### src/rtl/ps2_host_tx.sv
// Host-to-device PS/2 transmitter: inhibits the bus, issues a request-to-send,
// shifts one command byte out on device-generated clock falls and reports ACK/no-ACK/timeout.
module ps2_host_tx #(
    parameter int INHIBIT_CYCLES = 12000,
    parameter int TIMEOUT_CYCLES = 2000000,
    parameter int FILTER_LEN     = 8
) (
    input  logic       clk,
    input  logic       rst,
    input  logic [7:0] tx_data,
    input  logic       tx_valid,
    output logic       tx_ready,
    output logic       busy,
    output logic       done,
    output logic       ack_ok,
    output logic       err_noack,
    output logic       err_timeout,
    input  logic       ps2_clk_in,
    input  logic       ps2_data_in,
    output logic       ps2_clk_oe,
    output logic       ps2_data_oe
);

    localparam int CNT_MAX = (INHIBIT_CYCLES > TIMEOUT_CYCLES) ? INHIBIT_CYCLES : TIMEOUT_CYCLES;
    localparam int CNT_W   = $clog2(CNT_MAX + 1);
    localparam int FLT_W   = $clog2(FILTER_LEN + 1);

    localparam logic [CNT_W-1:0] INH_LAST  = CNT_W'(INHIBIT_CYCLES - 1);
    localparam logic [CNT_W-1:0] INH_START = CNT_W'(INHIBIT_CYCLES - 2);
    localparam logic [CNT_W-1:0] TMO_LAST  = CNT_W'(TIMEOUT_CYCLES - 1);
    localparam logic [FLT_W-1:0] FLT_LAST  = FLT_W'(FILTER_LEN - 1);

    typedef enum logic [2:0] {
        S_IDLE      = 3'd0,
        S_INHIBIT   = 3'd1,
        S_SHIFT     = 3'd2,
        S_ACK       = 3'd3,
        S_WAIT_IDLE = 3'd4,
        S_DONE      = 3'd5
    } state_t;

    function automatic logic odd_parity(input logic [7:0] b);
        return ~^b;
    endfunction

    logic             clk_s1_q, clk_s2_q, data_s1_q, data_s2_q;
    logic             filt_q, filt_d;
    logic [FLT_W-1:0] flt_cnt_q, flt_cnt_d;
    logic             fall_q, fall_d;

    state_t           state_q, state_d;
    logic [CNT_W-1:0] cnt_q, cnt_d;
    logic [3:0]       bit_cnt_q, bit_cnt_d;
    logic [7:0]       shift_q, shift_d;
    logic             parity_q, parity_d;
    logic             noack_q, noack_d;
    logic             clk_oe_q, clk_oe_d;
    logic             data_oe_q, data_oe_d;
    logic             tx_ready_q, tx_ready_d;
    logic             busy_q, busy_d;
    logic             done_q, done_d;
    logic             ack_ok_q, ack_ok_d;
    logic             err_noack_q, err_noack_d;
    logic             err_timeout_q, err_timeout_d;

    // Two-flop synchronizers for both raw lines; idle-high reset avoids a false fall.
    always_ff @(posedge clk or posedge rst) begin
        if (rst) begin
            clk_s1_q  <= 1'b1;
            clk_s2_q  <= 1'b1;
            data_s1_q <= 1'b1;
            data_s2_q <= 1'b1;
        end else begin
            clk_s1_q  <= ps2_clk_in;
            clk_s2_q  <= clk_s1_q;
            data_s1_q <= ps2_data_in;
            data_s2_q <= data_s1_q;
        end
    end

    // Run-length filter: output follows the clock only after FILTER_LEN differing samples.
    always_comb begin
        filt_d    = filt_q;
        flt_cnt_d = {FLT_W{1'b0}};
        if (clk_s2_q != filt_q) begin
            if (flt_cnt_q == FLT_LAST) begin
                filt_d    = clk_s2_q;
                flt_cnt_d = {FLT_W{1'b0}};
            end else begin
                flt_cnt_d = flt_cnt_q + FLT_W'(1);
            end
        end else begin
            flt_cnt_d = {FLT_W{1'b0}};
        end
    end

    assign fall_d = filt_q & ~filt_d;

    // Filter state and the registered fall strobe, aligned with filt_q going low.
    always_ff @(posedge clk or posedge rst) begin
        if (rst) begin
            filt_q    <= 1'b1;
            flt_cnt_q <= {FLT_W{1'b0}};
            fall_q    <= 1'b0;
        end else begin
            filt_q    <= filt_d;
            flt_cnt_q <= flt_cnt_d;
            fall_q    <= fall_d;
        end
    end

    // Transaction sequencing and next values of all registered outputs.
    always_comb begin
        state_d       = state_q;
        cnt_d         = cnt_q + CNT_W'(1);
        bit_cnt_d     = bit_cnt_q;
        shift_d       = shift_q;
        parity_d      = parity_q;
        noack_d       = noack_q;
        clk_oe_d      = clk_oe_q;
        data_oe_d     = data_oe_q;
        tx_ready_d    = tx_ready_q;
        busy_d        = busy_q;
        done_d        = 1'b0;
        ack_ok_d      = 1'b0;
        err_noack_d   = 1'b0;
        err_timeout_d = 1'b0;
        case (state_q)
            S_IDLE: begin
                cnt_d      = {CNT_W{1'b0}};
                clk_oe_d   = 1'b0;
                data_oe_d  = 1'b0;
                tx_ready_d = 1'b1;
                busy_d     = 1'b0;
                if (tx_valid && tx_ready_q) begin
                    state_d    = S_INHIBIT;
                    shift_d    = tx_data;
                    parity_d   = odd_parity(tx_data);
                    bit_cnt_d  = 4'd0;
                    noack_d    = 1'b0;
                    clk_oe_d   = 1'b1;
                    data_oe_d  = (INHIBIT_CYCLES == 1) ? 1'b1 : 1'b0;
                    tx_ready_d = 1'b0;
                    busy_d     = 1'b1;
                end else begin
                    state_d = S_IDLE;
                end
            end
            S_INHIBIT: begin
                clk_oe_d = 1'b1;
                if (cnt_q == INH_LAST) begin
                    // Release clock but keep data low: that is the start bit.
                    state_d   = S_SHIFT;
                    clk_oe_d  = 1'b0;
                    data_oe_d = 1'b1;
                    cnt_d     = {CNT_W{1'b0}};
                end else if (cnt_q == INH_START) begin
                    data_oe_d = 1'b1;
                end else begin
                    data_oe_d = 1'b0;
                end
            end
            S_SHIFT: begin
                clk_oe_d = 1'b0;
                if (fall_q) begin
                    cnt_d     = {CNT_W{1'b0}};
                    bit_cnt_d = bit_cnt_q + 4'd1;
                    if (bit_cnt_q < 4'd8) begin
                        data_oe_d = ~shift_q[0];
                        shift_d   = {1'b0, shift_q[7:1]};
                    end else if (bit_cnt_q == 4'd8) begin
                        data_oe_d = ~parity_q;
                    end else begin
                        data_oe_d = 1'b0;
                        state_d   = S_ACK;
                    end
                end else if (cnt_q == TMO_LAST) begin
                    state_d       = S_DONE;
                    data_oe_d     = 1'b0;
                    done_d        = 1'b1;
                    err_timeout_d = 1'b1;
                end else begin
                    state_d = S_SHIFT;
                end
            end
            S_ACK: begin
                clk_oe_d  = 1'b0;
                data_oe_d = 1'b0;
                if (fall_q) begin
                    noack_d = data_s2_q;
                    cnt_d   = {CNT_W{1'b0}};
                    state_d = S_WAIT_IDLE;
                end else if (cnt_q == TMO_LAST) begin
                    state_d       = S_DONE;
                    done_d        = 1'b1;
                    err_timeout_d = 1'b1;
                end else begin
                    state_d = S_ACK;
                end
            end
            S_WAIT_IDLE: begin
                clk_oe_d  = 1'b0;
                data_oe_d = 1'b0;
                // Expiry here is not an error; the ACK verdict already stands.
                if ((filt_q && data_s2_q) || (cnt_q == TMO_LAST)) begin
                    state_d     = S_DONE;
                    done_d      = 1'b1;
                    ack_ok_d    = ~noack_q;
                    err_noack_d = noack_q;
                end else begin
                    state_d = S_WAIT_IDLE;
                end
            end
            S_DONE: begin
                state_d    = S_IDLE;
                cnt_d      = {CNT_W{1'b0}};
                clk_oe_d   = 1'b0;
                data_oe_d  = 1'b0;
                tx_ready_d = 1'b1;
                busy_d     = 1'b0;
            end
            default: begin
                state_d    = S_IDLE;
                cnt_d      = {CNT_W{1'b0}};
                clk_oe_d   = 1'b0;
                data_oe_d  = 1'b0;
                tx_ready_d = 1'b1;
                busy_d     = 1'b0;
            end
        endcase
    end

    // FSM state, datapath and registered outputs.
    always_ff @(posedge clk or posedge rst) begin
        if (rst) begin
            state_q       <= S_IDLE;
            cnt_q         <= {CNT_W{1'b0}};
            bit_cnt_q     <= 4'd0;
            shift_q       <= 8'h00;
            parity_q      <= 1'b0;
            noack_q       <= 1'b0;
            clk_oe_q      <= 1'b0;
            data_oe_q     <= 1'b0;
            tx_ready_q    <= 1'b1;
            busy_q        <= 1'b0;
            done_q        <= 1'b0;
            ack_ok_q      <= 1'b0;
            err_noack_q   <= 1'b0;
            err_timeout_q <= 1'b0;
        end else begin
            state_q       <= state_d;
            cnt_q         <= cnt_d;
            bit_cnt_q     <= bit_cnt_d;
            shift_q       <= shift_d;
            parity_q      <= parity_d;
            noack_q       <= noack_d;
            clk_oe_q      <= clk_oe_d;
            data_oe_q     <= data_oe_d;
            tx_ready_q    <= tx_ready_d;
            busy_q        <= busy_d;
            done_q        <= done_d;
            ack_ok_q      <= ack_ok_d;
            err_noack_q   <= err_noack_d;
            err_timeout_q <= err_timeout_d;
        end
    end

    assign tx_ready    = tx_ready_q;
    assign busy        = busy_q;
    assign done        = done_q;
    assign ack_ok      = ack_ok_q;
    assign err_noack   = err_noack_q;
    assign err_timeout = err_timeout_q;
    assign ps2_clk_oe  = clk_oe_q;
    assign ps2_data_oe = data_oe_q;

endmodule

### config.mk
export PLATFORM = sky130hd
export DESIGN_NAME = ps2_host_tx
export DESIGN_NICKNAME = d
export VERILOG_FILES = /design/src/rtl/ps2_host_tx.sv
export SDC_FILE = /design/constraint.sdc
export NUM_CORES = 1
export LEC_CHECK = 0
export CAP_MARGIN = 20
export CORE_MARGIN = 10
export CORE_UTILIZATION = 43
export CTS_CLUSTER_SIZE = 14
export DETAILED_ROUTE_END_ITERATION = 16
export PLACE_DENSITY = 0.69
export SKIP_LAST_GASP = 1
export SLEW_MARGIN = 20
export SYNTH_ARGS = -nofsm -noshare
export SYNTH_HDL_FRONTEND = slang
export SYNTH_SLANG_ARGS = --single-unit
export TNS_END_PERCENT = 1
### constraint.sdc
create_clock -name clk -period 4.6 [get_ports clk]
set_input_delay 0.69 -clock clk [delete_from_list [all_inputs] [get_ports clk]]
set_output_delay 0.69 -clock clk [all_outputs]
set_load 0.05 [all_outputs]
After elaboration in Yosys (flattened, before gate mapping)
Index checks and enable logic that the tools add are counted.

Bits in registers: 56. Input port bits: 13. Logic and storage cells: 111.

$add $sub $neg: 3. Order comparisons: 1. Equal/unequal tests: 18. Mux-type cells: 49. Bitwise gates (word level): 5. Reduce and logical (&&, ||, !) cells: 14.

Operators by type and width (number): one-hot mux 21 bit (3 select lines) (1); == test 21 x 14 -> 1 bit, second input constant (2); 2-to-1 mux 21 bit (2); 2-to-1 mux 8 bit (3); 2-to-1 mux 1 bit (23); adder 21 x 1 -> 21 bit, second input constant (1); == test 21 bit, second input constant (1); 2-to-1 mux 3 bit (7); 2-to-1 mux 4 bit (4); one-hot mux 8 bit (2 select lines) (1); one-hot mux 3 bit (5 select lines) (1); one-hot mux 1 bit (2 select lines) (6); != test 2 bit, second input constant (5); != test 3 bit, second input constant (3); AND reduction 3 bit (3); adder 4 x 1 -> 4 bit, second input constant (2); one-hot mux 4 bit (2 select lines) (1); XNOR reduction 8 bit (1); == test 3 x 2 -> 1 bit, second input constant (2); == test 4 x 3 -> 1 bit, second input constant (1); == test 4 bit, second input constant (1); < comparator 4 bit, second input constant (1); inverter 1 bit (4); AND reduction 4 bit (1); other kinds (11) (13).

Logic depth before layout (Yosys ltp)
Gate-level depths: netlist (run 1).

Depth in word-level cells: 5. Gate-level depth with buffers: 7.

Least setup slack after synthesis (run 1)
Ideal clock, no wire load.

Path type: register to register. From: register tx_ready_q (netlist: tx_ready). To: register shift_q[0]. Setup time: 0.077 ns. Arrival time: 1.876 ns. Setup slack: 2.647 ns. Stages on the path, launching flop included: 8. Path buffers: 2. Cells stage by stage: dfstp_2 > nand2_1 > or4_1 > clkbuf_1 > a21oi_2 > buf_4 > nor2_1 > a21oi_1.

Cells in the longest elaborated chain, start to end: 3.

Ends and longest elaborated chain: start: declaration (RTL line 59) `logic tx_ready_q, tx_ready_d;`; start signal: assignment (RTL line 259) `tx_ready_q <= tx_ready_d;`; logical AND 1 bit (RTL line 135) `if (tx_valid && tx_ready_q) begin`; != test 2 bit (no line); AND reduction 4 bit (no line); end signal: assignment (RTL line 254) `shift_q <= shift_d;`; end: declaration (RTL line 54) `logic [7:0] shift_q, shift_d;`.

No other way between the ends. A chain may end at the register's enable or synchronous reset.

Worst setup path in the final report (run 1)
From: register tx_ready_q (netlist: tx_ready). To: output tx_ready.

RTL lines: end: declaration (RTL line 12) `output logic tx_ready,`.

No word-level cell between the ends.

==> results_dict.tcl, run 1 <==
set metrics [dict create \
    crit_path_cell_trace "clkdlybuf4s50_1" \
    gp_congestion 0.751 \
    hold_slack_ps 361 \
    grt_pass1_vias 2023 \
    cp-end-kind "output port" \
    post_cts_resized 0 \
    cp_data_required_time_ps 3910 \
    die_area_sq_mm 0.0100 \
    initial_core_util 0.440 \
    synth_seq_area_share 0.510 \
    cp_num_buf_inv 1 \
    synth-edff-count 0 \
    hold_path_depth 0 \
    synthTopCellsByArea "dfrtp_1 45%, nor2_1 6.1%, dfstp_2 5.7%" \
    hp-class "reg -> reg" \
    crit_family "buffers and inverters" \
    antenna_found_initial 0 \
    grt_pass1_wl_microns 9340 \
    max_stage_delay_ps 810 \
    hold_path.startpoint "clk_s1_q$_DFF_PP1_" \
    drive_above_1_share 0.108 \
    syn_area_sq_mm 0.00276 \
    cts.clk_slew.worst_paths_ps 100 \
    ys_types 43 \
    tns_ps 0 \
    die_y_microns 100 \
    drv_slew 0 \
    r2r_slack_ps 2280 \
    via_per_inst 5.26 \
    yosysTopAreaCell "dfrtp_1" \
    min_to "clk_s2_q$_DFF_PP1_" \
    insertion_delay_ps 310 \
    rows 29 \
    post-place-ws_ps 2010 \
    timing.rr.start "state_q[2]$_DFFE_PP0P_" \
    rr_endpoint "shift_q[5]$_DFFE_PP0P_" \
    power_density_mw_per_mm2 298 \
    syn-instance-count 277 \
    status "complete, no violations" \
    final.setup.worst_slack_ps 2210 \
    synth.ff_latch_count 56 \
    wl_per_cell_microns 13.9 \
    root_buffer "clkbuf_8" \
    start_kind "flop" \
    grt_start_max_net_pins 39 \
    synth_top_area_share 0.453 \
    layout_common_cells "50 x dfrtp_1, 45 x nor2_1, 23 x nand2_1, 20 x clkdlybuf4s50_1" \
    cts_inserted_buffers 5 \
    clock_sinks 56 \
    worst-path-stages 1 \
    fmax_ghz 0.418 \
    drt_iter0_markers 71 \
    postCtsSetupBuffers 0 \
    post-route-period-util 0.520 \
    vdd_drop_max_mv 0.186 \
    tritoncts "built" \
    min_period_ps 2390 \
    async_reset_ff_frac 1.00 \
    drtPass1Iterations 4 \
    port_buffers 20 \
    cp.arrival_ps 1700 \
    slew_headroom 0.352 \
    layoutNonFillerInstCount 374 \
    cp_max_fo 5 \
    place_inst 366 \
    n_antenna_cell 0 \
    tightest_slew_ps 963 \
    reg2regPathDepth 5 \
    globalRouteMet3Util 0.0240 \
    core_area_sq_mm 0.00628 \
    grt.busiest_layer "met2" \
    clockBufferDepth 2 \
    hold_viol_final 0 \
    hpwlAfterDp_microns 3760 \
    grt_use_met2 0.181 \
    ios 21 \
    cpMaxStageDelayCell "clkdlybuf4s50_1" \
    ant_nets 0 \
    setup_viol 0 \
    grt_overflow 0 \
    grt_setup_unrepaired "no" \
    p_leak_nw 1.41 \
    mostFrequentLayoutCell "dfrtp_1" \
    htreeDepth 2 \
    fin_nets 314 \
    wl_microns 5190 \
    die_w_microns 100 \
    vias 1969 \
    syn_nets 295 \
    avgSynthCellArea_sq_um 9.97 \
    drv_cap 0 \
    critPathKind "reg -> out" \
    grt.total_usage 0.111 \
    grtUsageMet1 0.143 \
    synth_ff_type "dfrtp_1" \
    clock_skew_ps 7.59 \
    synth-warning-count 0 \
    ctsHoldBuffers 0 \
    syn_to_final_growth_pct 13.9 \
    drc_errors 0 \
]
==> stage by stage <==
step | util | total power, mW | area [sq um]
6_report | 0.501 | 0.938 | 3140
5_1_grt | 0.501 | 0.975 | 3140
4_1_cts | 0.501 | 0.951 | 3140
3_5_place_dp | 0.481 | 0.602 | 3020
3_3_place_gp | 0.481 | 0.599 | 3020
2_1_floorplan | - | 0.576 | 2760
==> flip-flops by register name (all words and copies together) (netlist names) <==
signal	flops
parity_q	1
state_q	3
cnt_q	21
ps2_clk_oe	1
data_s2_q	1
done	1
ps2_data_oe	1
ack_ok	1
noack_q	1
data_s1_q	1
filt_q	1
clk_s1_q	1
clk_s2_q	1
busy	1
tx_ready	1
err_timeout	1
shift_q	8
bit_cnt_q	4
err_noack	1
flt_cnt_q	4
fall_q	1
==> cell type report <==
cell class	instances	area, sq um
clock inverters	1	30.0
inverters	8	30.0
fillers	574	3130
repair buffers	22	215
clock buffers	7	96.3
multi-input cells	203	1270
flip-flops and latches	56	1410
well taps	77	96.3
==> worst max path at each step <==
stage	startpoint	end	slack, ps
floorplan	rst	ack_ok$_DFF_PP0_	2550
global placement	tx_valid	shift_q[7]$_DFFE_PP0P_	2060
detailed placement	tx_valid	shift_q[5]$_DFFE_PP0P_	2010
CTS	tx_ready$_DFFE_PP1N_	tx_ready	2200
global route	state_q[2]$_DFFE_PP0P_	shift_q[6]$_DFFE_PP0P_	2000
finish	tx_ready$_DFFE_PP1N_	tx_ready	2210
==> power by group <==
| part | switching [mW] | leakage (nW) | internal [mW] | total [mW] |
|---|---|---|---|---|
| Clock | 0.155 | 0.0645 | 0.192 | 0.347 |
| Combinational | 0.0317 | 0.645 | 0.0345 | 0.0662 |
| Sequential | 0.0124 | 0.703 | 0.512 | 0.524 |
| Total | 0.199 | 1.41 | 0.739 | 0.938 |
==> routing by layer <==
| metal | part of all wire | up-vias |
|---|---|---|
| met5 | 0 | - |
| met4 | 0.013 | 0 |
| met2 | 0.46 | 26 |
| met3 | 0.034 | 7 |
| met1 | 0.49 | 951 |
| li1 | - | 985 |
==> synth_stat cells, types with 4 or more instances <==
master     n
a21oi_1   14
buf_4      4
clkbuf_1   4
dfrtp_1   50
dfstp_2    6
ha_1       5
inv_1      8
mux2i_1    6
nand2_1   23
nand2b_1   4
nand3_1   13
nand4_1    8
nor2_1    45
nor3_1     5
nor3b_1    4
nor4_1     4
o21ai_0    8
o31ai_1    4
xnor2_1   15
xor2_1    15
==> logic make-up (layout without fill, tap and decap cells) <==
logic type	count (synthesis)	count (layout)	share of synthesized area
AO/OA/AOI/OAI	35	35	0.0784
multiplexers	8	8	0.0299
buffers and inverters	18	38	0.0308
XOR/XNOR	30	30	0.0952
flip-flops	56	56	0.510
AND/OR/NAND/NOR	125	125	0.233
adder cells (fa/ha/maj)	5	5	0.0227
(Power assumes the default switching activity.)
==> inputs of run 2 (changes only) <==
==> constraint.sdc (replaced) <==
create_clock -name clk -period 2.4 [get_ports clk]
set_input_delay 0.36 -clock clk [delete_from_list [all_inputs] [get_ports clk]]
set_output_delay 0.36 -clock clk [all_outputs]
set_load 0.05 [all_outputs]
==> results_dict.tcl, run 2 (synthesis results as in run 1) <==
set metrics [dict create \
    wl_microns 5280 \
    critPathKind "reg -> reg" \
    layout_common_cells "50 x dfrtp_1, 45 x nor2_1, 23 x nand2_1, 20 x clkdlybuf4s50_1" \
    syn_to_final_growth_pct 14.5 \
    start_kind "flop" \
    cts.clk_slew.worst_paths_ps 90 \
    post_cts_resized 0 \
    power_density_mw_per_mm2 524 \
    via_per_inst 5.26 \
    clockBufferDepth 2 \
    core_area_sq_mm 0.00628 \
    hpwlAfterDp_microns 3890 \
    timing.rr.start "cnt_q[8]$_DFF_PP0_" \
    cp_max_fo 12 \
    cp_data_required_time_ps 2600 \
    ios 21 \
    grt_setup_unrepaired "no" \
    drtPass1Iterations 4 \
    slew_headroom 0.640 \
    hold_path.startpoint "clk_s1_q$_DFF_PP1_" \
    drc_errors 0 \
    fmax_ghz 0.486 \
    grt_pass1_wl_microns 9450 \
    antenna_found_initial 0 \
    hold_viol_final 0 \
    hp-class "reg -> reg" \
    rows 29 \
    setup_viol 0 \
    die_area_sq_mm 0.0100 \
    tightest_slew_ps 534 \
    reg2regPathDepth 6 \
    regMostFlops "cnt_q" \
    gp_congestion 0.828 \
    clock_skew_ps 4.59 \
    min_period_ps 2060 \
    post-route-period-util 0.858 \
    die_y_microns 100 \
    postCtsSetupBuffers 0 \
    drv_slew 0 \
    initial_core_util 0.440 \
    multi_input_area_sq_mm 0.00127 \
    vdd_drop_max_mv 0.380 \
    grt_start_max_net_pins 37 \
    cp-end-kind "flop" \
    drt_iter0_markers 103 \
    max_stage_delay_ps 540 \
    grt_overflow 0 \
    r2r_slack_ps 340 \
    clock_sinks 56 \
    wl_per_cell_microns 13.9 \
    largest_register_ff_count 21 \
    tritoncts "built" \
    rr_endpoint "cnt_q[13]$_DFF_PP0_" \
    cpMaxStageDelayCell "nor4_1" \
    mostFrequentLayoutCell "dfrtp_1" \
    insertion_delay_ps 300 \
    fin_util 0.503 \
    htreeDepth 2 \
    vias 1995 \
    die_w_microns 100 \
    drive_above_1_share 0.123 \
    crit_path_cell_trace "nor4_1 > and3_2 > nand3_1 > a21oi_1 > buf_4 > nor2_1" \
    ctsHoldBuffers 0 \
    regArea_sq_mm 0.00141 \
    fin_nets 319 \
    p_leak_nw 1.43 \
    cts_inserted_buffers 5 \
    hold_path_depth 0 \
    root_buffer "clkbuf_8" \
    port_buffers 20 \
    tns_ps 0 \
    status "complete, no violations" \
    grt_pass1_vias 2017 \
    ant_nets 0 \
    cp.arrival_ps 2260 \
    drv_cap 0 \
    reg.largest.list "cnt_q: 21 flops, shift_q: 8 flops" \
    grt.total_usage 0.112 \
    n_antenna_cell 0 \
    min_to "clk_s2_q$_DFF_PP1_" \
    nFillCells 588 \
]
-- run 2: cell count changes in the layout (fill, tap and decap cells not counted), sizes merged --
cell	delta
clkbuf	-1
bufinv	-1
buf	+5
clkinv	+2
-- run 2: cell type report --
class | count | area share
flip-flops and latches | 56 | 0.446
multi-input cells | 203 | 0.401
repair buffers | 27 | 0.0839
well taps | 77 | 0.0305
clock buffers | 6 | 0.0261
inverters | 8 | 0.00950
clock inverters | 2 | 0.00317
-- run 2: metal layers --
metal,track usage,up-vias,wire (microns)
li1,-,1004,-
met1,0.148,955,2590
met2,0.179,32,2450
met3,0.0268,4,196
met4,0.0326,0,36
met5,0,-,0
-- run 2: metrics by stage --
step	hold slack (ps)	std cells	setup WS (ps)	power (mW)	area, sq um
finish	360	379	342	1.66	3160
CTS	362	379	329	1.69	3160
floorplan	345	277	447	1.10	2760
global placement	346	371	373	1.15	3070
global route	365	379	220	1.75	3160
detailed placement	347	371	324	1.16	3070
-- run 2: worst max-delay path: cells and delay by family (launching register included) --
kind | cells | cell delay [ps]
AO/OA/AOI/OAI | 1 | 240
buffers and inverters | 1 | 230
flip-flops | 1 | 470
AND/OR/NAND/NOR | 4 | 1020
-- run 2: worst max-delay path by stage --
stage	from	end	slack, ps
2_1_floorplan	tx_ready$_DFFE_PP1N_	shift_q[0]$_DFFE_PP0P_	450
3_3_place_gp	cnt_q[8]$_DFF_PP0_	cnt_q[14]$_DFF_PP0_	370
3_5_place_dp	tx_valid	shift_q[5]$_DFFE_PP0P_	320
4_1_cts	tx_ready$_DFFE_PP1N_	tx_ready	330
5_1_grt	cnt_q[8]$_DFF_PP0_	cnt_q[11]$_DFF_PP0_	220
6_report	cnt_q[8]$_DFF_PP0_	cnt_q[13]$_DFF_PP0_	340
-- run 2: report_power, final --
part	internal, mW	switching (mW)	leakage (nW)
clock	0.231	0.289	0.0510
sequential	0.981	0.0257	0.703
combinational	0.0683	0.0613	0.675
total	1.28	0.376	1.43
==> inputs of run 3 (changes only) <==
--- a/config.mk
+++ b/config.mk
@@ -5,12 +5,13 @@
 export SDC_FILE = /design/constraint.sdc
 export NUM_CORES = 1
 export LEC_CHECK = 0
-export CAP_MARGIN = 20
+export CAP_MARGIN = 5
 export CORE_MARGIN = 10
 export CORE_UTILIZATION = 43
 export CTS_CLUSTER_SIZE = 14
 export DETAILED_ROUTE_END_ITERATION = 16
 export PLACE_DENSITY = 0.69
+export REMOVE_ABC_BUFFERS = 1
 export SKIP_LAST_GASP = 1
 export SLEW_MARGIN = 20
 export SYNTH_ARGS = -nofsm -noshare
==> results_dict.tcl, run 3 (synthesis results as in run 1) <==
set metrics [dict create \
    layoutNonFillerInstCount 379 \
    cpMaxStageDelayCell "clkdlybuf4s50_1" \
    die_y_microns 100 \
    vias 1984 \
    swShare 0.224 \
    drv_cap 0 \
    layout_common_cells "50 x dfrtp_1, 45 x nor2_1, 23 x nand2_1, 20 x clkdlybuf4s50_1" \
    vdd_drop_max_mv 0.421 \
    drc_errors 0 \
    drv_slew 0 \
    post-route-period-util 0.856 \
    r2r_slack_ps 370 \
    antenna_found_initial 0 \
    die_w_microns 100 \
    max_stage_delay_ps 810 \
    place_area_sq_mm 0.00306 \
    insertion_delay_ps 310 \
    die_area_sq_mm 0.0100 \
    p_leak_nw 1.43 \
    drive_above_1_share 0.123 \
    setup_viol 0 \
    final_cell_area_sq_mm 0.00317 \
    power_density_mw_per_mm2 554 \
    drtPass1Iterations 4 \
    rr_endpoint "cnt_q[12]$_DFF_PP0_" \
    reg2regPathDepth 6 \
    via_per_inst 5.23 \
    initial_core_util 0.440 \
    multi_input_area_sq_mm 0.00127 \
    post_cts_resized 0 \
    worst-path-stages 1 \
    core_area_sq_mm 0.00628 \
    fin_nets 319 \
    mostFrequentLayoutCell "dfrtp_1" \
    critPathKind "reg -> out" \
    crit_family "buffers and inverters" \
    pwr-share-seq 0.573 \
    grt_setup_unrepaired "no" \
    p_int_mw 1.36 \
    power_frac_comb 0.073 \
    wl_per_cell_microns 13.4 \
    ios 21 \
    p_switching_mw 0.393 \
    syn_to_final_growth_pct 14.9 \
    hold_slack_ps 351 \
    grt.total_usage 0.111 \
    gp_congestion 0.853 \
    tns_ps 0 \
    cp_num_buf_inv 1 \
    fmax_ghz 0.487 \
    hpwlAfterDp_microns 3760 \
    postCtsSetupBuffers 0 \
    tritoncts "built" \
    cts_inserted_buffers 5 \
    p_clk_frac 0.354 \
    slew_headroom 0.658 \
    place_inst 371 \
    port_buffers 20 \
    regArea_sq_mm 0.00141 \
    start_kind "flop" \
    cp_data_required_time_ps 2040 \
    ctsHoldBuffers 0 \
    n_antenna_cell 0 \
    clock_skew_ps 8.75 \
    clock_sinks 56 \
    cp_max_fo 5 \
    rows 29 \
    drt_iter0_markers 67 \
    grt_pass1_vias 2032 \
    hp-class "in -> async" \
    cp.arrival_ps 1690 \
    cts.clk_slew.worst_paths_ps 100 \
    status "complete, no violations" \
    grt_start_max_net_pins 24 \
    grt_pass1_wl_microns 9270 \
    hold_viol_final 0 \
    crit_path_cell_trace "clkdlybuf4s50_1" \
    regMostFlops "cnt_q" \
    min_period_ps 2050 \
    tightest_slew_ps 508 \
    largest_register_ff_count 21 \
    grt_overflow 0 \
    reg.largest.list "cnt_q: 21 flops, shift_q: 8 flops" \
    htreeDepth 2 \
    cp-end-kind "output port" \
    wl_microns 5090 \
    root_buffer "clkbuf_8" \
    timing.rr.start "cnt_q[8]$_DFF_PP0_" \
    nFillCells 581 \
    clockBufferDepth 2 \
    ant_nets 0 \
]
[run 3: cell types whose count changed in the layout (fill, tap and decap cells not counted), sizes merged]
| cell | previous run | this run |
|---|---|---|
| clkbuf | 6 | 5 |
| bufinv | 0 | 1 |
[run 3: final cells by class]
type                       count  area share
clock buffer                   5      0.0217
clock inverter                 3      0.0150
inverter                       8     0.00947
multi-input combinational    203       0.400
sequential                    56       0.444
tap                           77      0.0304
timing repair buffer          27      0.0797
[run 3: metal layers]
layer / up-vias / GRT usage / routed length, microns / share of wire
met1: 955 / 0.141 / 2460 / 0.48
met5: - / 0 / 0 / 0
met3: 4 / 0.0316 / 228 / 0.045
met2: 28 / 0.177 / 2360 / 0.46
met4: 0 / 0.0337 / 50 / 0.0098
li1: 997 / - / - / -
[run 3: how the worst max path moves through the flow]
stage                               startpoint                endpoint  slack [ps]
final                     tx_ready$_DFFE_PP1N_                tx_ready         350
after global routing        cnt_q[8]$_DFF_PP0_     cnt_q[12]$_DFF_PP0_         180
after global placement                tx_valid  shift_q[4]$_DFFE_PP0P_         400
after CTS                 tx_ready$_DFFE_PP1N_                tx_ready         330
after floorplan             cnt_q[8]$_DFF_PP0_     cnt_q[10]$_DFF_PP0_         130
after detailed placement              tx_valid  shift_q[0]$_DFFE_PP0P_         330
[run 3: stage by stage]
stage | utilization | setup WS, ps | power [mW]
floorplan | - | 127 | 1.10
global placement | 0.487 | 400 | 1.15
detailed placement | 0.487 | 334 | 1.16
CTS | 0.505 | 333 | 1.79
global route | 0.505 | 178 | 1.84
finish | 0.505 | 347 | 1.76
[run 3: power by group through the flow]
stage          Clock [mW]  Sequential (mW)  Combinational [mW]
6_report            0.621             1.01               0.128
5_1_grt             0.683             1.01               0.143
4_1_cts             0.646             1.01               0.133
3_5_place_dp            0             1.02               0.131
3_3_place_gp            0             1.02               0.129
2_1_floorplan           0             1.02              0.0866
